--- config.mk ---
export PLATFORM = sky130hd
export DESIGN_NAME = race_runner_flat
export DESIGN_NICKNAME = d
export VERILOG_FILES = /design/src/rtl/race_pkg.sv /design/src/rtl/race_runner_if.sv /design/src/rtl/race_lap_timer.sv /design/src/rtl/race_runner.sv /design/src/flat_wrapper.sv
export SDC_FILE = /design/constraint.sdc
export NUM_CORES = 1
export LEC_CHECK = 0
export BUFFER_PORTS_ARGS = -buffer_cell sky130_fd_sc_hd__clkbuf_2
export CAP_MARGIN = 5
export CORE_MARGIN = 2
export CORE_UTILIZATION = 40
export DETAILED_ROUTE_END_ITERATION = 8
export SKIP_LAST_GASP = 1
export SLEW_MARGIN = 30
export SYNTH_ARGS = -nofsm -noshare
export SYNTH_HDL_FRONTEND = slang
export SYNTH_HIERARCHICAL = 1
export SYNTH_SLANG_ARGS = --single-unit
--- constraint.sdc ---
create_clock -name clk -period 6.4 [get_ports clk]
set_clock_uncertainty 0.1 [all_clocks]
set_input_delay 0.96 -clock clk [delete_from_list [all_inputs] [get_ports clk]]
set_output_delay 0.96 -clock clk [all_outputs]
set_load 0.005 [all_outputs]
--- src/rtl/race_pkg.sv ---
// Shared race subsystem definitions.
// Used by the runner and the start/done controller.
package race_pkg;

  localparam int LAPW = 8;

  typedef enum logic [2:0] {
    ST_IDLE = 3'd0,
    ST_RUN  = 3'd1,
    ST_DONE = 3'd2,
    ST_COOL = 3'd3
  } state_t;

endpackage

--- src/rtl/race_runner_if.sv ---
// Four-phase ready/start/done link between
// the race controller (master) and runner (slave).
interface race_runner_if #(
  parameter int CNT_W = 16
);

  logic             start;
  logic [CNT_W-1:0] lap_len;
  logic             ready;
  logic             done;
  logic             abort;

  modport master (
    output start,
    output lap_len,
    input  ready,
    input  done,
    input  abort
  );

  modport slave (
    input  start,
    input  lap_len,
    output ready,
    output done,
    output abort
  );

endinterface

--- src/rtl/race_lap_timer.sv ---
// Loadable up-counter; last flags that the
// next increment reaches the loaded terminal.
module race_lap_timer #(
  parameter int W = 16
) (
  input  logic         clk,
  input  logic         rst,
  input  logic         load,
  input  logic         inc,
  input  logic [W-1:0] term_in,
  output logic [W-1:0] count,
  output logic         last
);

  logic [W-1:0] term;

  always_ff @(posedge clk or negedge rst) begin
    if (!rst) begin
      count <= '0;
      term  <= '0;
    end else if (load) begin
      count <= '0;
      term  <= term_in;
    end else if (inc) begin
      count <= count + 1'b1;
    end
  end

  // Extra bit keeps the compare exact at the max terminal.
  assign last =
    (({1'b0, count}) + (W+1)'(1)) == {1'b0, term};

endmodule

--- src/rtl/race_runner.sv ---
// Race runner: accepts start, times a lap,
// holds done until start drops, then cools down.
module race_runner
  import race_pkg::*;
#(
  parameter int CNT_W    = 16,
  parameter int COOLDOWN = 2
) (
  input  logic              clk,
  input  logic              rst,
  input  logic              enable,
  race_runner_if.slave      bus,
  output logic [CNT_W-1:0]  elapsed,
  output logic [LAPW-1:0]   lap_count
);

  localparam logic [CNT_W-1:0] COOL_T =
    CNT_W'(COOLDOWN);
  localparam logic [CNT_W-1:0] ONE =
    CNT_W'(1);

  state_t state, state_d;

  logic ready_q, ready_d;
  logic done_q, done_d;
  logic abort_q, abort_d;
  logic accept;
  logic lap_ld, lap_inc, lap_last;
  logic cool_ld, cool_inc, cool_last;
  logic lap_hit;
  logic [CNT_W-1:0] len_eff;
  logic [CNT_W-1:0] unused_cool_cnt;

  assign accept  = (state == ST_IDLE)
                 & ready_q & bus.start;
  assign len_eff = (bus.lap_len == '0)
                 ? ONE : bus.lap_len;

  race_lap_timer #(.W(CNT_W)) u_lap (
    .clk     (clk),
    .rst     (rst),
    .load    (lap_ld),
    .inc     (lap_inc),
    .term_in (len_eff),
    .count   (elapsed),
    .last    (lap_last)
  );

  race_lap_timer #(.W(CNT_W)) u_cool (
    .clk     (clk),
    .rst     (rst),
    .load    (cool_ld),
    .inc     (cool_inc),
    .term_in (COOL_T),
    .count   (unused_cool_cnt),
    .last    (cool_last)
  );

  always_comb begin
    state_d  = state;
    ready_d  = 1'b0;
    done_d   = 1'b0;
    abort_d  = 1'b0;
    lap_ld   = 1'b0;
    lap_inc  = 1'b0;
    cool_ld  = 1'b0;
    cool_inc = 1'b0;
    lap_hit  = 1'b0;
    unique case (state)
      ST_IDLE: begin
        ready_d = enable;
        if (accept) begin
          ready_d = 1'b0;
          lap_ld  = 1'b1;
          state_d = ST_RUN;
        end
      end
      ST_RUN: begin
        // A dropped start wins over lap completion.
        if (!bus.start) begin
          abort_d = 1'b1;
          cool_ld = 1'b1;
          state_d = ST_COOL;
        end else begin
          lap_inc = 1'b1;
          if (lap_last) begin
            done_d  = 1'b1;
            lap_hit = 1'b1;
            state_d = ST_DONE;
          end
        end
      end
      ST_DONE: begin
        if (!bus.start) begin
          cool_ld = 1'b1;
          state_d = ST_COOL;
        end else begin
          done_d = 1'b1;
        end
      end
      ST_COOL: begin
        cool_inc = 1'b1;
        if (cool_last) begin
          ready_d = enable;
          state_d = ST_IDLE;
        end
      end
      default: state_d = ST_IDLE;
    endcase
  end

  always_ff @(posedge clk or negedge rst) begin
    if (!rst) begin
      state     <= ST_IDLE;
      ready_q   <= 1'b0;
      done_q    <= 1'b0;
      abort_q   <= 1'b0;
      lap_count <= '0;
    end else begin
      state   <= state_d;
      ready_q <= ready_d;
      done_q  <= done_d;
      abort_q <= abort_d;
      if (lap_hit)
        lap_count <= lap_count + 1'b1;
    end
  end

  assign bus.ready = ready_q;
  assign bus.done  = done_q;
  assign bus.abort = abort_q;

endmodule

--- src/flat_wrapper.sv ---
// flat-port wrapper written by rule: the top's interface ports become plain ports
module race_runner_flat import race_pkg::*;
#(
  parameter int CNT_W    = 16,
  parameter int COOLDOWN = 2
)
  (clk, rst, enable, elapsed, lap_count, bus_start, bus_lap_len, bus_ready, bus_done, bus_abort);
  race_runner_if #(.CNT_W(CNT_W)) bus_i ();
  input  logic clk;
  input  logic rst;
  input  logic enable;
  output logic [CNT_W-1:0] elapsed;
  output logic [LAPW-1:0] lap_count;
  input wire logic [$bits(bus_i.start)-1:0] bus_start;
  input wire logic [$bits(bus_i.lap_len)-1:0] bus_lap_len;
  output wire logic [$bits(bus_i.ready)-1:0] bus_ready;
  output wire logic [$bits(bus_i.done)-1:0] bus_done;
  output wire logic [$bits(bus_i.abort)-1:0] bus_abort;
  assign bus_i.start = bus_start;
  assign bus_i.lap_len = bus_lap_len;
  assign bus_ready = bus_i.ready;
  assign bus_done = bus_i.done;
  assign bus_abort = bus_i.abort;
  race_runner #(.CNT_W(CNT_W), .COOLDOWN(COOLDOWN)) u_core (.clk(clk), .rst(rst), .enable(enable), .bus(bus_i), .elapsed(elapsed), .lap_count(lap_count));
endmodule
==> impl_metrics.py, run 1 <==
metrics = {
    "synth": {
        "yosysWarnings": 6,
        "ys_seq_area_frac": 0.4255,
        "yosysMostFrequentCell": "dfrtp_1",
        "synthTopCellsByArea": "dfrtp_1, mux2_2, xnor2_1",
        "avgSynthCellArea_sq_um": 9.844,
        "synthCells": 460,
        "yosys_most_used_dff": "dfrtp_1",
        "synth_top_area_share": 0.4255,
        "synth_cell_types": 54,
        "synth_edf_count": 0,
        "synth_top_area_cell": "dfrtp_1",
        "ys_top_cells_by_count": "dfrtp_1, nor2_1, xnor2_1, xor2_1, mux2_2",
        "synth_seq_cells": 77,
        "synth-async-reset-ratio": 1.000,
        "syn_area_sq_um": 4528,
    },
    "route": {
        "totalWireLength_um": 9538,
        "num_vias": 3350,
        "drtIter0Drc": 165,
        "first_pass_iters": 4,
        "viasPerCell": 5.309,
        "drc": 0,
        "drt-wirelength-per-cell_um": 15.12,
        "ant_nets": 0,
    },
    "global_route": {
        "grt_first_pass_wirelength_um": 16060,
        "antenna_found_initial": 0,
        "grtUsageTotal": 0.1702,
        "overflow": 0,
        "grt_max_degree": 78,
        "grt_pass1_vias": 3281,
    },
    "power": {
        "power_density_nw_per_um2": 361.5,
        "p_leak_nw": 2.207,
        "vdd_drop_max_uv": 130.3,
    },
    "floorplanning": {
        "die_x_um": 110.4,
        "core.rowCount": 38,
        "core_area_sq_um": 10940,
        "io_pins": 47,
        "dieArea_sq_um": 12190,
        "start_util": 0.4141,
        "dieHeight_um": 110.4,
    },
    "finish": {
        "final_area_sq_um": 5052,
        "final-seq-area_sq_um": 1927,
        "final_nets": 517,
        "multi_input_area_sq_um": 2436,
        "diodes": 0,
        "nFillCells": 1057,
        "drive_above_1_share": 0.1894,
        "area_growth_pct": 11.58,
    },
    "clocking": {
        "cts_root_buf": "clkbuf_16",
        "cts_tree": "done",
        "hold_buffers": 0,
        "clock_latency_ns": 0.33,
        "clockBufferDepth": 2,
        "clkTransAtPathRegs_ns": 0.05,
        "cts-htree-levels": 3,
        "cts.sinks": 77,
        "postCtsSetupBuffers": 0,
        "cts-resized-gates": 0,
        "numCtsBuffers": 9,
    },
    "sta": {
        "worstMarginPinSlew_ns": 0.6927,
        "fmax_ghz": 0.2970,
        "slew_violations": 0,
        "tns_ns": 0,
        "min_period_over_period": 0.5261,
        "hold_viol": 0,
        "relSlewSlack": 0.5382,
        "min_period_ns": 3.367,
        "setup_violations": 0,
        "rsz0062_at_grt": "false",
    },
    "critical_path": {
        "worstPathArrival_ns": 3.48,
        "cp_max_fo": 8,
        "critPathMaxStageDelay_ns": 0.50,
        "end_kind": "register",
        "path_class": "reg2reg",
        "critical_path.cell_chain": "ha_1, nand2_1, or4b_1, a221o_1, a2111oi_2, nor2b_1, o21a_1, a211o_1, mux2_4",
        "required_ns": 6.51,
        "slowest_stage": "a2111oi_2",
        "cp-start-kind": "register",
    },
    "place": {
        "gp_congestion": 0.8479,
        "hpwl_um": 6894,
        "port_buffers": 46,
        "dpl_cell_area_sq_um": 4812,
    },
    "hold_path": {
        "hold_class": "reg2reg",
    },
    "run_status": {
        "outcome": "finished, final reports clean",
    },
    "flow_run": {
        "max_cap_violations": 0,
    },
}
## final cells by class
cell class | instances | share of cell area
clock buffers | 12 | 0.04681
repair buffers | 48 | 0.04978
well taps | 140 | 0.03467
inverters | 7 | 0.005201
multi-input cells | 347 | 0.4822
flip-flops and latches | 77 | 0.3814
## power by group
part           switching [W]  internal, W
combinational       0.000301     0.000337
clock               0.000174     0.000254
sequential          0.000138     0.000623
## worst max-delay path, delay by kind of cell, from the launching register on
family	cells	cell delay [ns]
multiplexers	1	0.30
AND/OR/NAND/NOR	3	0.74
adder cells (fa/ha/maj)	1	0.35
AO/OA/AOI/OAI	4	1.30
flip-flops	1	0.45
## metrics by stage
step / setup WS, ns / hold WS, ns / cells / util / total power, W
floorplan: 3.365 / 0.3682 / 474 / - / 0.001246
global placement: 3.186 / 0.3658 / 619 / 0.4400 / 0.001382
detailed placement: 3.042 / 0.3839 / 619 / 0.4400 / 0.001408
CTS: 3.021 / 0.3951 / 631 / 0.4617 / 0.001847
global route: 2.815 / 0.4071 / 631 / 0.4620 / 0.001961
finish: 3.033 / 0.3959 / 631 / 0.4620 / 0.001826
## sequential cells by signal, indices dropped and copies added (netlist names)
signal,flops
u_core/u_cool/count,16
u_core/u_cool/term,16
u_core/u_lap/count,16
u_core/u_lap/term,16
u_core/lap_count,8
u_core/state,2
u_core/bus.abort,1
u_core/bus.done,1
u_core/bus.ready,1
## cells by family after synthesis
group,after synthesis,synth area share
buffers and inverters,50,0.04808
and+or+nand+nor,170,0.1990
other,2,0.001659
AOI/OAI and AO/OA,51,0.08207
adders and majority gates,7,0.01934
DFF,77,0.4255
xor gates and xnor gates,69,0.1395
muxes,34,0.08483
## worst paths after layout
check,from,to,slack (ns),cells past startpoint
worst max-delay path,u_core/u_lap/count[0]$_DFFE_PN0P_,u_core/state[1]$_DFFE_PN0P_,3.03,9
worst min-delay path,u_core/lap_count[7]$_DFFE_PN0N_,u_core/lap_count[7]$_DFFE_PN0N_,0.40,1
worst max register to register,u_core/u_lap/count[0]$_DFFE_PN0P_,u_core/state[1]$_DFFE_PN0P_,3.03,9
worst min register to register,u_core/lap_count[7]$_DFFE_PN0N_,u_core/lap_count[7]$_DFFE_PN0N_,0.40,1
max in group asynchronous,rst,u_core/u_lap/term[6]$_DFFE_PN0P_,5.17,1
min in group asynchronous,rst,u_core/u_cool/term[11]$_DFFE_PN0P_,0.56,1
## routing by layer
layer  vias to the layer above  part of all wire  GRT usage
met5                         -                 0          0
met4                         0             0.022    0.07589
met3                        19             0.035    0.03116
met2                        56              0.45     0.2673
met1                      1638              0.49     0.2289
li1                       1637                 -          -
## cell usage in the layout (no fill, tap or decap), types with 16 or more instances in the layout
cell type / synthesis / layout
clkbuf_2: 0 / 45
conb_1: 2 / 16
dfrtp_1: 77 / 77
mux2_2: 31 / 31
nand2_1: 29 / 29
nand3_1: 22 / 22
nor2_1: 39 / 39
xnor2_1: 35 / 35
xor2_1: 32 / 32
Note: power is estimated with default switching activity, not from simulation.
==> run 2, diff against run 1 <==
clock period = 3.2 ns   (was 6.4 ns; I/O delays follow)
==> impl_metrics.py, run 2 (synthesis gave the netlist of run 1 again) <==
metrics = {
    "sta": {
        "fin_ws_ns": 0.1991,
        "min_period_ns": 3.001,
        "tns_ns": 0,
        "hold_slack_ns": 0.06277,
        "rsz0062_at_grt": "false",
        "hold_viol": 0,
        "relSlewSlack": 0.5227,
        "min_period_over_period": 0.9378,
        "slew_violations": 0,
        "worstMarginPinSlew_ns": 0.7159,
        "setup_violations": 0,
        "fmax_ghz": 0.3332,
    },
    "place": {
        "port_buffers": 46,
        "pre_cts_ws_ns": 0.1394,
        "gp_congestion": 0.8931,
        "hpwl_um": 6902,
    },
    "critical_path": {
        "worstPathArrival_ns": 3.12,
        "cp-start-kind": "register",
        "critPathMaxStageDelay_ns": 0.51,
        "slowest_stage": "dfrtp_1",
        "end_kind": "register",
        "cp_max_fo": 9,
        "critical_path.cell_chain": "nand4_1, nor4_1, xnor2_1, o2111ai_1, a2111oi_4, nor2b_1, o21a_1, a211o_1, mux2_4",
        "path_class": "reg2reg",
        "required_ns": 3.31,
    },
    "hold_path": {
        "hold_class": "in2async",
    },
    "finish": {
        "area_growth_pct": 14.64,
        "final_common_cell": "dfrtp_1",
        "diodes": 0,
        "final_cell_mix": "dfrtp_1, clkbuf_2, nor2_1",
        "final_nets": 528,
        "final_util": 0.4747,
        "drive_above_1_share": 0.2139,
    },
    "route": {
        "ant_nets": 0,
        "drtIter0Drc": 243,
        "drc": 0,
        "num_vias": 3429,
        "totalWireLength_um": 9710,
        "first_pass_iters": 4,
        "drt-wirelength-per-cell_um": 15.05,
        "viasPerCell": 5.316,
    },
    "global_route": {
        "grt_first_pass_wirelength_um": 16120,
        "grt_pass1_vias": 3302,
        "overflow": 0,
        "antenna_found_initial": 0,
        "grt_max_degree": 78,
        "grtUsageTotal": 0.1712,
    },
    "floorplanning": {
        "io_pins": 47,
        "dieArea_sq_um": 12190,
        "start_util": 0.4141,
        "core_area_sq_um": 10940,
        "core.rowCount": 38,
        "dieHeight_um": 110.4,
        "die_x_um": 110.4,
    },
    "clocking": {
        "numCtsBuffers": 9,
        "cts_root_buf": "clkbuf_16",
        "postCtsSetupBuffers": 0,
        "cts.sinks": 77,
        "clockBufferDepth": 2,
        "clkTransAtPathRegs_ns": 0.05,
        "cts_tree": "done",
        "clock_latency_ns": 0.33,
        "hold_buffers": 0,
        "cts-htree-levels": 3,
    },
    "run_status": {
        "outcome": "finished, final reports clean",
    },
    "power": {
        "vdd_drop_max_uv": 305.2,
        "p_leak_nw": 2.289,
        "power_density_nw_per_um2": 731.7,
    },
    "flow_run": {
        "max_cap_violations": 0,
    },
}
-- run 2: changes by cell type in the layout (fill, tap and decap cells not counted), sizes merged --
cell / previous run / this run
buf: 3 / 14
clkbuf: 57 / 59
clkinv: 0 / 1
-- run 2: power breakdown --
part	switching, W	internal (W)	total, W
logic	0.000632	0.000709	0.00134
registers	0.000258	0.00125	0.00150
clock network	0.000370	0.000584	0.000953
total	0.00126	0.00254	0.00380
-- run 2: routing by layer --
| metal | share of wire | global-route usage | vias to the layer above |
|---|---|---|---|
| met4 | 0.015 | 0.06518 | 0 |
| met1 | 0.49 | 0.2405 | 1695 |
| met5 | 0 | 0 | - |
| met3 | 0.043 | 0.03645 | 12 |
| met2 | 0.45 | 0.2585 | 60 |
| li1 | - | - | 1662 |
-- run 2: critical path: cells and delay by family (launching register included) --
| family | cells | cell delay, ns |
|---|---|---|
| and+or+nand+nor | 3 | 0.87 |
| DFF | 1 | 0.51 |
| AOI/OAI and AO/OA | 4 | 0.93 |
| xor gates and xnor gates | 1 | 0.17 |
| muxes | 1 | 0.30 |
-- run 2: layout make-up --
cell class | instances | area [sq um]
multi-input combinational | 347 | 2450
timing repair buffer | 59 | 334.1
clock inverter | 1 | 5.005
inverter | 7 | 26.28
fill | 1016 | 5744
sequential | 77 | 1927
tap | 140 | 175.2
clock buffer | 14 | 274.0
-- run 2: worst paths after layout --
| path | end | depth (start not counted) | slack [ns] | from |
|---|---|---|---|---|
| hold reg to reg | u_core/lap_count[7]$_DFFE_PN0N_ | 1 | 0.37 | u_core/lap_count[7]$_DFFE_PN0N_ |
| min in group clk | u_core/u_lap/term[11]$_DFFE_PN0P_ | 2 | 0.30 | bus_lap_len[11] |
| setup reg to reg | u_core/state[1]$_DFFE_PN0P_ | 9 | 0.20 | u_core/u_lap/count[8]$_DFFE_PN0P_ |
| max in group asynchronous | u_core/u_lap/term[9]$_DFFE_PN0P_ | 1 | 2.43 | rst |
| setup / recovery | u_core/state[1]$_DFFE_PN0P_ | 9 | 0.20 | u_core/u_lap/count[8]$_DFFE_PN0P_ |
| hold / removal | u_core/u_cool/count[10]$_DFFE_PN0P_ | 1 | 0.06 | rst |
-- run 2: through the flow --
stage               cell area [sq um]  total power [W]  cells
CTS                              5174         0.003831    645
finish                           5191         0.003798    645
global route                     5191         0.004077    645
global placement                 4895         0.002813    630
floorplan                        4581         0.002492    474
detailed placement               4895         0.002852    630
-- run 2: what timing repair did --
action                                  CTS  global route
endpoints found under the setup margin    0             4
endpoints found under the hold margin     0             0
resized for setup                         0             2
